===== src/rtl/mem_arb_pkg.sv =====
// mem_arb_pkg: shared encodings for the memory port arbiter
package mem_arb_pkg;
  typedef enum logic [1:0] {ST_IDLE, ST_ACCESS, ST_RESP} state_t;
  typedef enum logic {SRC_IF = 1'b0, SRC_D = 1'b1} src_t;
endpackage


===== src/rtl/mem_arb_starve_ctr.sv =====
// mem_arb_starve_ctr: saturating count of data grants taken while a fetch waits
// ports: clk, rst; inc (data granted over a pending fetch), clr (fetch granted); at_max (fetch must win next)
module mem_arb_starve_ctr #(
  parameter int STARVE_MAX = 4
) (
  input  logic clk,
  input  logic rst,
  input  logic inc,
  input  logic clr,
  output logic at_max
);
  localparam int W = $clog2(STARVE_MAX + 2);
  logic [W-1:0] cnt;
  assign at_max = cnt == W'(STARVE_MAX);
  always_ff @(posedge clk)
    cnt <= rst ? '0 : clr ? '0 : (inc && !at_max) ? cnt + W'(1) : cnt;
endmodule


===== src/rtl/mem_port_arbiter.sv =====
// mem_port_arbiter: shares one single-ported memory between fetch and load/store ports
// ports: if_* fetch request/grant/response; d_* data request/grant/response;
//        mem_* memory strobes, address, write data and read data; busy while an access is in flight
module mem_port_arbiter
  import mem_arb_pkg::*;
#(
  parameter int ADDR_W     = 32,
  parameter int DATA_W     = 32,
  parameter int MEM_LAT    = 2,
  parameter int STARVE_MAX = 4
) (
  input  logic              clk,
  input  logic              rst,
  input  logic              if_req,
  input  logic [ADDR_W-1:0] if_addr,
  output logic              if_gnt,
  output logic              if_rvalid,
  output logic [DATA_W-1:0] if_rdata,
  input  logic              d_req,
  input  logic              d_we,
  input  logic [ADDR_W-1:0] d_addr,
  input  logic [DATA_W-1:0] d_wdata,
  output logic              d_gnt,
  output logic              d_rvalid,
  output logic [DATA_W-1:0] d_rdata,
  output logic              mem_read,
  output logic              mem_write,
  output logic [ADDR_W-1:0] mem_addr,
  output logic [DATA_W-1:0] mem_wdata,
  input  logic [DATA_W-1:0] mem_rdata,
  output logic              busy
);
  if (MEM_LAT < 1) begin : g_bad_lat
    $error("mem_port_arbiter: MEM_LAT must be at least 1");
  end
  localparam int LW = $clog2(MEM_LAT + 1);
  state_t state, state_d;
  src_t src_q;
  logic we_q, at_max, lat_done, idle_ok;
  logic [LW-1:0] lat_cnt;
  logic [ADDR_W-1:0] addr_q;
  logic [DATA_W-1:0] wdata_q;
  assign lat_done = lat_cnt == LW'(MEM_LAT);
  assign mem_addr = addr_q;
  assign mem_wdata = wdata_q;
  mem_arb_starve_ctr #(.STARVE_MAX(STARVE_MAX)) u_starve (
    .clk(clk), .rst(rst), .inc(d_gnt && if_req), .clr(if_gnt), .at_max(at_max)
  );
  always_ff @(posedge clk)
    state <= rst ? ST_IDLE : state_d;
  // data wins a collision unless the fetch has already been passed over STARVE_MAX times
  always_comb begin
    idle_ok = state == ST_IDLE && !rst;
    d_gnt = idle_ok && d_req && !(if_req && at_max);
    if_gnt = idle_ok && if_req && !(d_req && !at_max);
    busy = state == ST_ACCESS;
    mem_read = busy && !we_q;
    mem_write = busy && we_q;
    state_d = (state == ST_IDLE) ? ((if_gnt || d_gnt) ? ST_ACCESS : ST_IDLE) :
              (state == ST_ACCESS) ? (lat_done ? ST_RESP : ST_ACCESS) : ST_IDLE;
  end
  always_ff @(posedge clk) begin
    if (rst) begin
      src_q <= SRC_IF;
      we_q <= 1'b0;
      lat_cnt <= '0;
      addr_q <= '0;
      wdata_q <= '0;
      if_rvalid <= 1'b0;
      d_rvalid <= 1'b0;
      if_rdata <= '0;
      d_rdata <= '0;
    end else begin
      if_rvalid <= 1'b0;
      d_rvalid <= 1'b0;
      if (if_gnt || d_gnt) begin
        src_q <= d_gnt ? SRC_D : SRC_IF;
        we_q <= d_gnt && d_we;
        addr_q <= d_gnt ? d_addr : if_addr;
        wdata_q <= (d_gnt && d_we) ? d_wdata : '0;
        lat_cnt <= LW'(1);
      end else if (busy && !lat_done)
        lat_cnt <= lat_cnt + LW'(1);
      if (busy && lat_done) begin
        if (src_q == SRC_D) begin
          d_rvalid <= 1'b1;
          d_rdata <= we_q ? '0 : mem_rdata;
        end else begin
          if_rvalid <= 1'b1;
          if_rdata <= mem_rdata;
        end
      end
    end
  end
endmodule


===== config.mk =====
export PLATFORM = sky130hd
export DESIGN_NAME = mem_port_arbiter
export DESIGN_NICKNAME = d
export VERILOG_FILES = /design/src/rtl/mem_arb_pkg.sv /design/src/rtl/mem_arb_starve_ctr.sv /design/src/rtl/mem_port_arbiter.sv
export SDC_FILE = /design/constraint.sdc
export NUM_CORES = 1
export LEC_CHECK = 0
export ABC_CLOCK_PERIOD_IN_PS = 3580
export BUFFER_PORTS_ARGS = -buffer_cell sky130_fd_sc_hd__buf_2
export CAP_MARGIN = 20
export CORE_ASPECT_RATIO = 1.75
export CORE_UTILIZATION = 49
export CTS_CLUSTER_SIZE = 24
export DETAILED_ROUTE_END_ITERATION = 16
export GPL_TIMING_DRIVEN = 0
export PLACE_DENSITY = 0.93
export SYNTH_ARGS = -nofsm -noshare
export SYNTH_HDL_FRONTEND = slang
export SYNTH_SLANG_ARGS = --single-unit

===== constraint.sdc =====
create_clock -name clk -period 3.58 [get_ports clk]
set_input_delay 0.358 -clock clk [delete_from_list [all_inputs] [get_ports clk]]
set_output_delay 0.358 -clock clk [all_outputs]
set_load 0.03 [all_outputs]

**Word-level counts from Yosys, hierarchy flattened**

Cells that the tools add are included.

- Reductions and logical operators: 28
- Mux-type cells: 12
- Bitwise gates (word level): 2
- Equal/unequal tests: 3
- Add/sub/neg operators: 2

Operators by type and width:

| kind | count |
|---|---|
| two-way mux 32 bit | 3 |
| logical AND 1 bit | 14 |
| zero test 1 bit | 6 |
| two-way mux 1 bit | 6 |
| two-way mux 2 bit | 3 |
| OR reduction 2 bit | 3 |
| AND reduction 2 bit | 2 |
| adder 3 x 1 -> 3 bit, second input constant | 1 |
| equality test 3 bit, second input constant | 1 |
| adder 2 x 1 -> 2 bit, second input constant | 1 |
| equality test 2 x 1 -> 1 bit, second input constant | 1 |
| equality test 2 bit, second input constant | 1 |
| zero test 2 bit | 1 |
| NOT 1 bit | 2 |
| nonzero test 2 bit | 1 |
| logical OR 1 bit | 1 |

- Bits of input ports: 133
- Register bits: 139
- Word-level logic and storage cells: 59
- Output and inout bits: 135

**Logic depth before layout (Yosys ltp)**

Gate-level depths: netlist of the first run.

- Depth in word-level cells: 8
- Gate-level depth with buffers: 8
- Gate-level depth less buffers: 5

**Hierarchy**

Synthesis of the first run repeated with hierarchy kept, for this count alone.

- Cell total of the unflattened synthesis: 525
- Area, all modules: 5,424.0 um^2

By module, submodules not included:

| module | instances | area each (um^2) | sequential area each (um^2) | cells each |
|---|---|---|---|---|
| mem_port_arbiter | 1 | 5,236.3 | 2,722.6 | 507 |
| mem_arb_starve_ctr | 1 | 187.7 | 60.1 | 18 |

**Least setup slack after synthesis of the first run**

Ideal clock, no wire load.

- Path kind: in2out
- Start: in rst
- End: out if_gnt
- Stages on the path: 5
- Arrival time: 1.723 ns
- Required time: 3.222 ns
- Buffers on the path: 3
- Setup slack: 1.499 ns
- Cells stage by stage: buf_6 or4b_4 buf_6 clkbuf_1 nor2_1

- Word-level cells in the longest chain between the ends: 4

RTL lines:

| item | RTL line | text |
|---|---|---|
| start: declaration | mem_port_arbiter.sv:13 | `input logic rst,` |
| zero test 1 bit | mem_port_arbiter.sv:53 | `idle_ok = state == ST_IDLE && !rst;` |
| logical AND 1 bit | mem_port_arbiter.sv:53 |  |
| logical AND 1 bit (2 in series) | mem_port_arbiter.sv:55 | `if_gnt = idle_ok && if_req && !(d_req && !at_max);` |
| end: declaration | mem_port_arbiter.sv:16 | `output logic if_gnt,` |

No other way between the ends.

**Worst setup path in the final report of the first run**

- Start: reg u_starve.cnt[0]
- End: out d_gnt

- Word-level cells in the longest chain between the ends: 4

RTL lines:

| item | RTL line | text |
|---|---|---|
| start: declaration | mem_arb_starve_ctr.sv:13 | `logic [W-1:0] cnt;` |
| start signal: assignment | mem_arb_starve_ctr.sv:16 | `cnt <= rst ? '0 : clr ? '0 : (inc && !at_max) ? cnt + W'(1) : cnt;` |
| equality test 3 bit | mem_arb_starve_ctr.sv:14 | `assign at_max = cnt == W'(STARVE_MAX);` |
| logical AND 1 bit | mem_port_arbiter.sv:54 | `d_gnt = idle_ok && d_req && !(if_req && at_max);` |
| zero test 1 bit | mem_port_arbiter.sv:54 |  |
| logical AND 1 bit | mem_port_arbiter.sv:54 |  |
| end: declaration | mem_port_arbiter.sv:23 | `output logic d_gnt,` |

No other way between the ends.

==> results of run 1 <==
[logic make-up (layout without fill, tap and decap cells)]
group	count (synthesis)	in the layout	share of synthesized area, %
muxes	1	1	0.2180
AOI/OAI and AO/OA	172	172	23.18
adders and majority gates	3	3	0.7266
and+or+nand+nor	156	156	14.92
buffers and inverters	87	384	7.096
DFF	139	139	53.86
[critical path, cell delays in order (launching register included)]
cell and delay [ps]:
sky130_fd_sc_hd__dfxtp_1 350, sky130_fd_sc_hd__inv_1 70, sky130_fd_sc_hd__ha_1 240, sky130_fd_sc_hd__and3_1 190, sky130_fd_sc_hd__and3b_1 210, sky130_fd_sc_hd__clkbuf_1 240
sky130_fd_sc_hd__buf_2 280, sky130_fd_sc_hd__buf_2 230
[worst max-delay path by stage]
stage | slack, ps | from | to | depth (start not counted)
after floorplan | 1500 | rst | if_gnt | 5
after global placement | 1460 | rst | d_gnt | 6
after global routing | 860 | u_starve.cnt[0]$_SDFFE_PP0P_ | d_gnt | 7
final | 990 | u_starve.cnt[0]$_SDFFE_PP0P_ | d_gnt | 7
after CTS | 1000 | u_starve.cnt[0]$_SDFFE_PP0P_ | d_gnt | 7
after detailed placement | 1400 | lat_cnt[0]$_SDFFE_PP0P_ | d_rdata[19]$_SDFFE_PP0P_ | 7
[area by class of cell]
class / instances / share of cell area [%]
Clock inverter: 12 / 2.542
Buffer: 52 / 3.229
Timing Repair Buffer: 266 / 18.28
Multi-Input combinational cell: 332 / 27.69
Sequential cell: 139 / 38.20
Clock buffer: 19 / 6.080
Inverter: 35 / 1.804
Tap cell: 127 / 2.181
[where the power goes]
part           total [mW]  switching [mW]  internal (mW)
logic               0.466           0.302          0.164
registers            1.65          0.0351           1.61
clock network        1.88           0.690           1.19
total                3.99            1.03           2.97
[state kept, by name, indices dropped and copies added (netlist names), 2 cells and up]
| name | count |
|---|---|
| lat_cnt | 2 |
| mem_addr | 32 |
| u_starve.cnt | 3 |
| if_rdata | 32 |
| state | 2 |
| mem_wdata | 32 |
| d_rdata | 32 |
[per-stage QoR]
step / total power, mW / hold WS (ps) / instance area (um2) / instances / setup WS (ps)
3_3_place_gp: 2.132 / 437.2 / 6656 / 951 / 1462
2_1_floorplan: 1.949 / 448.6 / 5166 / 558 / 1499
3_5_place_dp: 2.142 / 443.7 / 6656 / 951 / 1398
5_1_grt: 4.108 / 142.7 / 7284 / 982 / 860.2
4_1_cts: 4.004 / 138.5 / 7284 / 982 / 996.4
6_report: 3.992 / 146.0 / 7284 / 982 / 991.7
[routing by layer]
layer / routed length (um) / GRT usage (%) / vias up
met2: 8741 / 52.99 / 253
met3: 1166 / 8.808 / 33
li1: - / - / 2551
met4: 313 / 11.72 / 0
met1: 5777 / 28.43 / 2449
met5: 0 / 0 / -
[cell usage in the layout (no fill, tap or decap), types with 2 or more instances in the layout]
| master | synthesis | final |
|---|---|---|
| sky130_fd_sc_hd__and4b_1 | 2 | 2 |
| sky130_fd_sc_hd__clkbuf_1 | 30 | 31 |
| sky130_fd_sc_hd__o21bai_1 | 2 | 2 |
| sky130_fd_sc_hd__inv_6 | 0 | 4 |
| sky130_fd_sc_hd__nand2_1 | 82 | 82 |
| sky130_fd_sc_hd__dfxtp_1 | 139 | 139 |
| sky130_fd_sc_hd__nand3b_1 | 15 | 15 |
| sky130_fd_sc_hd__ha_1 | 3 | 3 |
| sky130_fd_sc_hd__nor2b_1 | 2 | 2 |
| sky130_fd_sc_hd__bufinv_16 | 0 | 4 |
| sky130_fd_sc_hd__clkbuf_16 | 0 | 17 |
| sky130_fd_sc_hd__buf_6 | 2 | 2 |
| sky130_fd_sc_hd__a21oi_1 | 81 | 81 |
| sky130_fd_sc_hd__inv_1 | 35 | 35 |
| sky130_fd_sc_hd__nor3_1 | 33 | 33 |
| sky130_fd_sc_hd__nor3b_1 | 2 | 2 |
| sky130_fd_sc_hd__clkinv_4 | 0 | 2 |
| sky130_fd_sc_hd__a22o_1 | 50 | 50 |
| sky130_fd_sc_hd__nor2_1 | 5 | 5 |
| sky130_fd_sc_hd__a2111oi_0 | 32 | 32 |
| sky130_fd_sc_hd__buf_2 | 20 | 286 |
| sky130_fd_sc_hd__nor2_2 | 2 | 2 |
| sky130_fd_sc_hd__nand4_1 | 2 | 2 |
==> run metrics, run 1 <==
type of the tightest min-delay check in2reg; Worst R2R Path Depth 7; clock tree from TritonCTS built; post_cts resized 0; actual transition at the worst max-transition pin ~720 ps; clock-pin transition on the worst setup and hold timing paths around 60 ps; number of buffers added on ports 266; final critical delay including setup and external delays ~2600 ps; count of endpoints failing hold in the final timing report 0; first-pass GRT wire length between 20000 and 25000 um; number of enable-type register cells in the synthesized netlist 0; Longest Clk Path Bufs 2; placement row count 49; drc violations 0; number of instances in the synthesized netlist approximately 560; Hold EP mem_wdata[18]$_SDFFE_PP0P_; clock root buffer sky130_fd_sc_hd__clkbuf_16; most instantiated library cell after synthesis sky130_fd_sc_hd__dfxtp_1; post-route antenna net violation count 0; Primary FF master, synth sky130_fd_sc_hd__dfxtp_1; die span in x 79.62 um; required time of the critical path between 3000 and 4000 ps; Netlist Area Pre-Place 5166 um2; initial antenna violation count 0; number of nets in the final layout ~1000; element type at the critical path end output port; number of post-CTS setup repair buffers 0; Layout Utilization 71.15%; CP startpoint kind flip-flop; total negative setup slack 0 ps; Post-Syn Nets a little under 700; initial drt markers ~170; share of layout cells above drive strength 1 38.13%; final routed wirelength across all metal layers 16000 um; area share of the largest cell type after synthesis a little over half; post-detailed-route wirelength per cell roughly 16 um; peak supply drop approximately 0.46 mV; library cell occupying the most area in the post-synthesis netlist sky130_fd_sc_hd__dfxtp_1; number of top-level pins approximately 270; flip-flop and latch count after synthesis between 100 and 150; Synth area leaders sky130_fd_sc_hd__dfxtp_1 54%, sky130_fd_sc_hd__a22o_1 8.5%, sky130_fd_sc_hd__a21oi_1 7.8%; half-perimeter wire length of the detailed placement result ~12000 um; setup repair after global routing missed its margin no; Storage cell area 2783 um2; library cells used by synthesis 38; Via-to-Cell Ratio approximately 5.4; Final Skew 7.717 ps; total via count in the routed design between 5000 and 6000; number of pins with negative max-slew slack in the final report 0; run status completed; worst slew slack as a fraction of its limit 52.00%; vias in the first global route 5062; share of flip-flops with an asynchronous set or reset 0%; number of buffers added to fix hold violations after cts 0; worst reg-to-reg setup slack between 1000 and 1500 ps; sink count of the clock tree 139; sequential cell area fraction in the yosys report a little over half; worst r2r dst d_rdata[19]$_SDFFE_PP0P_; die area around 11000 um2; TritonCTS buffer count 17; chip height roughly 140 um; area of the multi-input gates 2017 um2; GR Overflow Total 0; H-tree depth 4; Yosys Warn Count 0; All-Layer GR Usage between 20% and 30%; routability congestion estimate about 0.83; Period Utilization, post-route roughly 72%; DRT Pass-1 Iters 5; max frequency 0.3863 GHz; number of inserted filler cells in the final layout just under 800; Hold Crit Start d_wdata[18]; largest net degree at the start of global routing 17; Area growth syn-to-layout 41.00%; Worst Path Arrival between 2000 and 2500 ps; Lkg Pwr ~3.5 nW; number of stages on the worst hold path 2; area of the core 10240 um2; top cells by count, synth 139 x sky130_fd_sc_hd__dfxtp_1, 82 x sky130_fd_sc_hd__nand2_1, 81 x sky130_fd_sc_hd__a21oi_1; RR Startpoint lat_cnt[0]$_SDFFE_PP0P_; pwr dens approximately 550 nW/um2; Initial Util between 50% and 60%; largest fanout of any net on the critical path 10; Finish-stage setup viols 0; antenna fix cells 0; worst skew pair latency roughly 420 ps; Worst Setup Path Type reg2out; syn_area_per_cell about 9 um2; reported max-cap violation count 0
Note: power is estimated with default switching activity, not from simulation.
==> run 2, diff against run 1 <==
- ABC_CLOCK_PERIOD_IN_PS: 3580 -> 2600
- CORE_UTILIZATION: 49 -> 45
- PLACE_DENSITY: 0.93 -> 0.87
- clock period: 3.58 -> 2.6 ns (I/O delays scaled with it)
==> run 2 against run 1 <==
Against the previous run: sequential share of layout area rose by 0.27 points; critical path depth fell by 1; core utilization fell by 6.4 points; global-route usage fell by 3.7 points; sequential power rose by 37%; combinational power rose by 36%; register-to-register slack got worse by 910 ps; non-clock buffer count fell by 1; final area fell by 0.70%; setup slack got worse by 800 ps; via count fell by 1.3%; first-iteration DRC count rose by 17%.
==> run metrics, run 2 (synthesis results as in run 1) <==
run status completed; reported max-cap violation count 0; Layout Utilization 64.77%; clock-pin transition on the worst setup and hold timing paths ~70 ps; Place WS 455.5 ps; smallest hold slack ~51 ps; CP startpoint kind flip-flop; H-tree depth 4; type of the tightest min-delay check in2reg; initial drt markers ~200; post-route antenna net violation count 0; Lkg Pwr approximately 3.5 nW; clock tree from TritonCTS built; sink count of the clock tree approximately 140; number of pins with negative max-slew slack in the final report 0; most common library cell in the layout ignoring fill and taps sky130_fd_sc_hd__buf_2; largest net degree at the start of global routing 17; Final Skew between 15 and 20 ps; Period Utilization, post-route 92.71%; number of nets in the final layout 978; number of post-CTS setup repair buffers 0; drc violations 0; placement row count around 50; element type at the critical path end output port; worst skew pair latency approximately 410 ps; share of layout cells above drive strength 1 38.36%; actual transition at the worst max-transition pin 700.7 ps; Initial Util about 46%; area of the multi-input gates roughly 2000 um2; max frequency approximately 0.41 GHz; vias in the first global route between 5000 and 6000; Storage cell area 2783 um2; number of top-level pins 268; TritonCTS buffer count 17; peak supply drop approximately 0.53 mV; Longest Clk Path Bufs 2; smallest setup slack after layout 189.5 ps; count of endpoints failing hold in the final timing report 0; routability congestion estimate approximately 0.80; number of inserted filler cells in the final layout 960; All-Layer GR Usage 24.68%; setup repair after global routing missed its margin no; placed instance area about 6700 um2; GR Overflow Total 0; total via count in the routed design around 5200; post-detailed-route wirelength per cell 15.57 um; final critical delay including setup and external delays roughly 2400 ps; post_cts resized 0; number of buffers added to fix hold violations after cts 0; Final Cell Area roughly 7200 um2; Worst Path Arrival roughly 2200 ps; largest fanout of any net on the critical path 10; initial antenna violation count 1; non-filler instance count after layout 987; DRT Pass-1 Iters 4; first-pass GRT wire length ~24000 um; half-perimeter wire length of the detailed placement result around 12000 um; Area growth syn-to-layout 40.01%; number of buffers added on ports 266; pwr dens roughly 720 nW/um2; Finish-stage setup viols 0; Via-to-Cell Ratio about 5.3; die area between 10000 and 15000 um2; antenna fix cells 0; die span in x 83.00 um; clock root buffer sky130_fd_sc_hd__clkbuf_16; commonest non-fill, non-tap cells in the layout 286 x sky130_fd_sc_hd__buf_2, 139 x sky130_fd_sc_hd__dfxtp_1, 82 x sky130_fd_sc_hd__nand2_1, 81 x sky130_fd_sc_hd__a21oi_1, 50 x sky130_fd_sc_hd__a22o_1; area of the core ~11000 um2; total negative setup slack 0 ps; required time of the critical path 2340 ps; worst slew slack as a fraction of its limit a little over half; Pwr Total 5.235 mW; Worst Setup Path Type reg2out; final routed wirelength across all metal layers ~15000 um; cell total after placement between 900 and 1000; chip height around 140 um
-- run 2: path summary, 6_finish.rpt --
path / start / end / slack, ps / depth (start not counted)
worst max-delay path: u_starve.cnt[0]$_SDFFE_PP0P_ / if_gnt / 190 / 6
worst min-delay path: d_wdata[11] / mem_wdata[11]$_SDFFE_PP0P_ / 50 / 2
worst max register to register: lat_cnt[0]$_SDFFE_PP0P_ / d_rdata[17]$_SDFFE_PP0P_ / 480 / 7
worst min register to register: d_rdata[23]$_SDFFE_PP0P_ / d_rdata[23]$_SDFFE_PP0P_ / 450 / 2
-- run 2: per-layer routing --
metal	vias up	GRT usage (%)	routed length, um
li1	2550	-	-
met1	2443	25.96	5813
met2	204	45.86	8357
met3	20	7.065	938
met4	0	9.891	259
met5	-	0	0
-- run 2: final cells by class --
class	count	area share, %
inverters	35	1.816
clock buffers	18	6.072
clock inverters	14	1.868
multi-input cells	332	27.88
plain buffers	51	3.200
repair buffers	266	18.41
flip-flops and latches	139	38.47
well taps	132	2.283
-- run 2: critical path, stage by stage, from the launching register on --
cell and delay, ps:
sky130_fd_sc_hd__dfxtp_1 350, sky130_fd_sc_hd__inv_1 70, sky130_fd_sc_hd__ha_1 230, sky130_fd_sc_hd__a21boi_2 350
sky130_fd_sc_hd__clkbuf_1 410, sky130_fd_sc_hd__nor2_1 120, sky130_fd_sc_hd__buf_2 210
-- run 2: where the power goes --
part | internal [mW] | switching [mW] | total (mW)
Combinational | 0.226 | 0.410 | 0.636
Sequential | 2.22 | 0.0455 | 2.26
Clock | 1.36 | 0.977 | 2.34
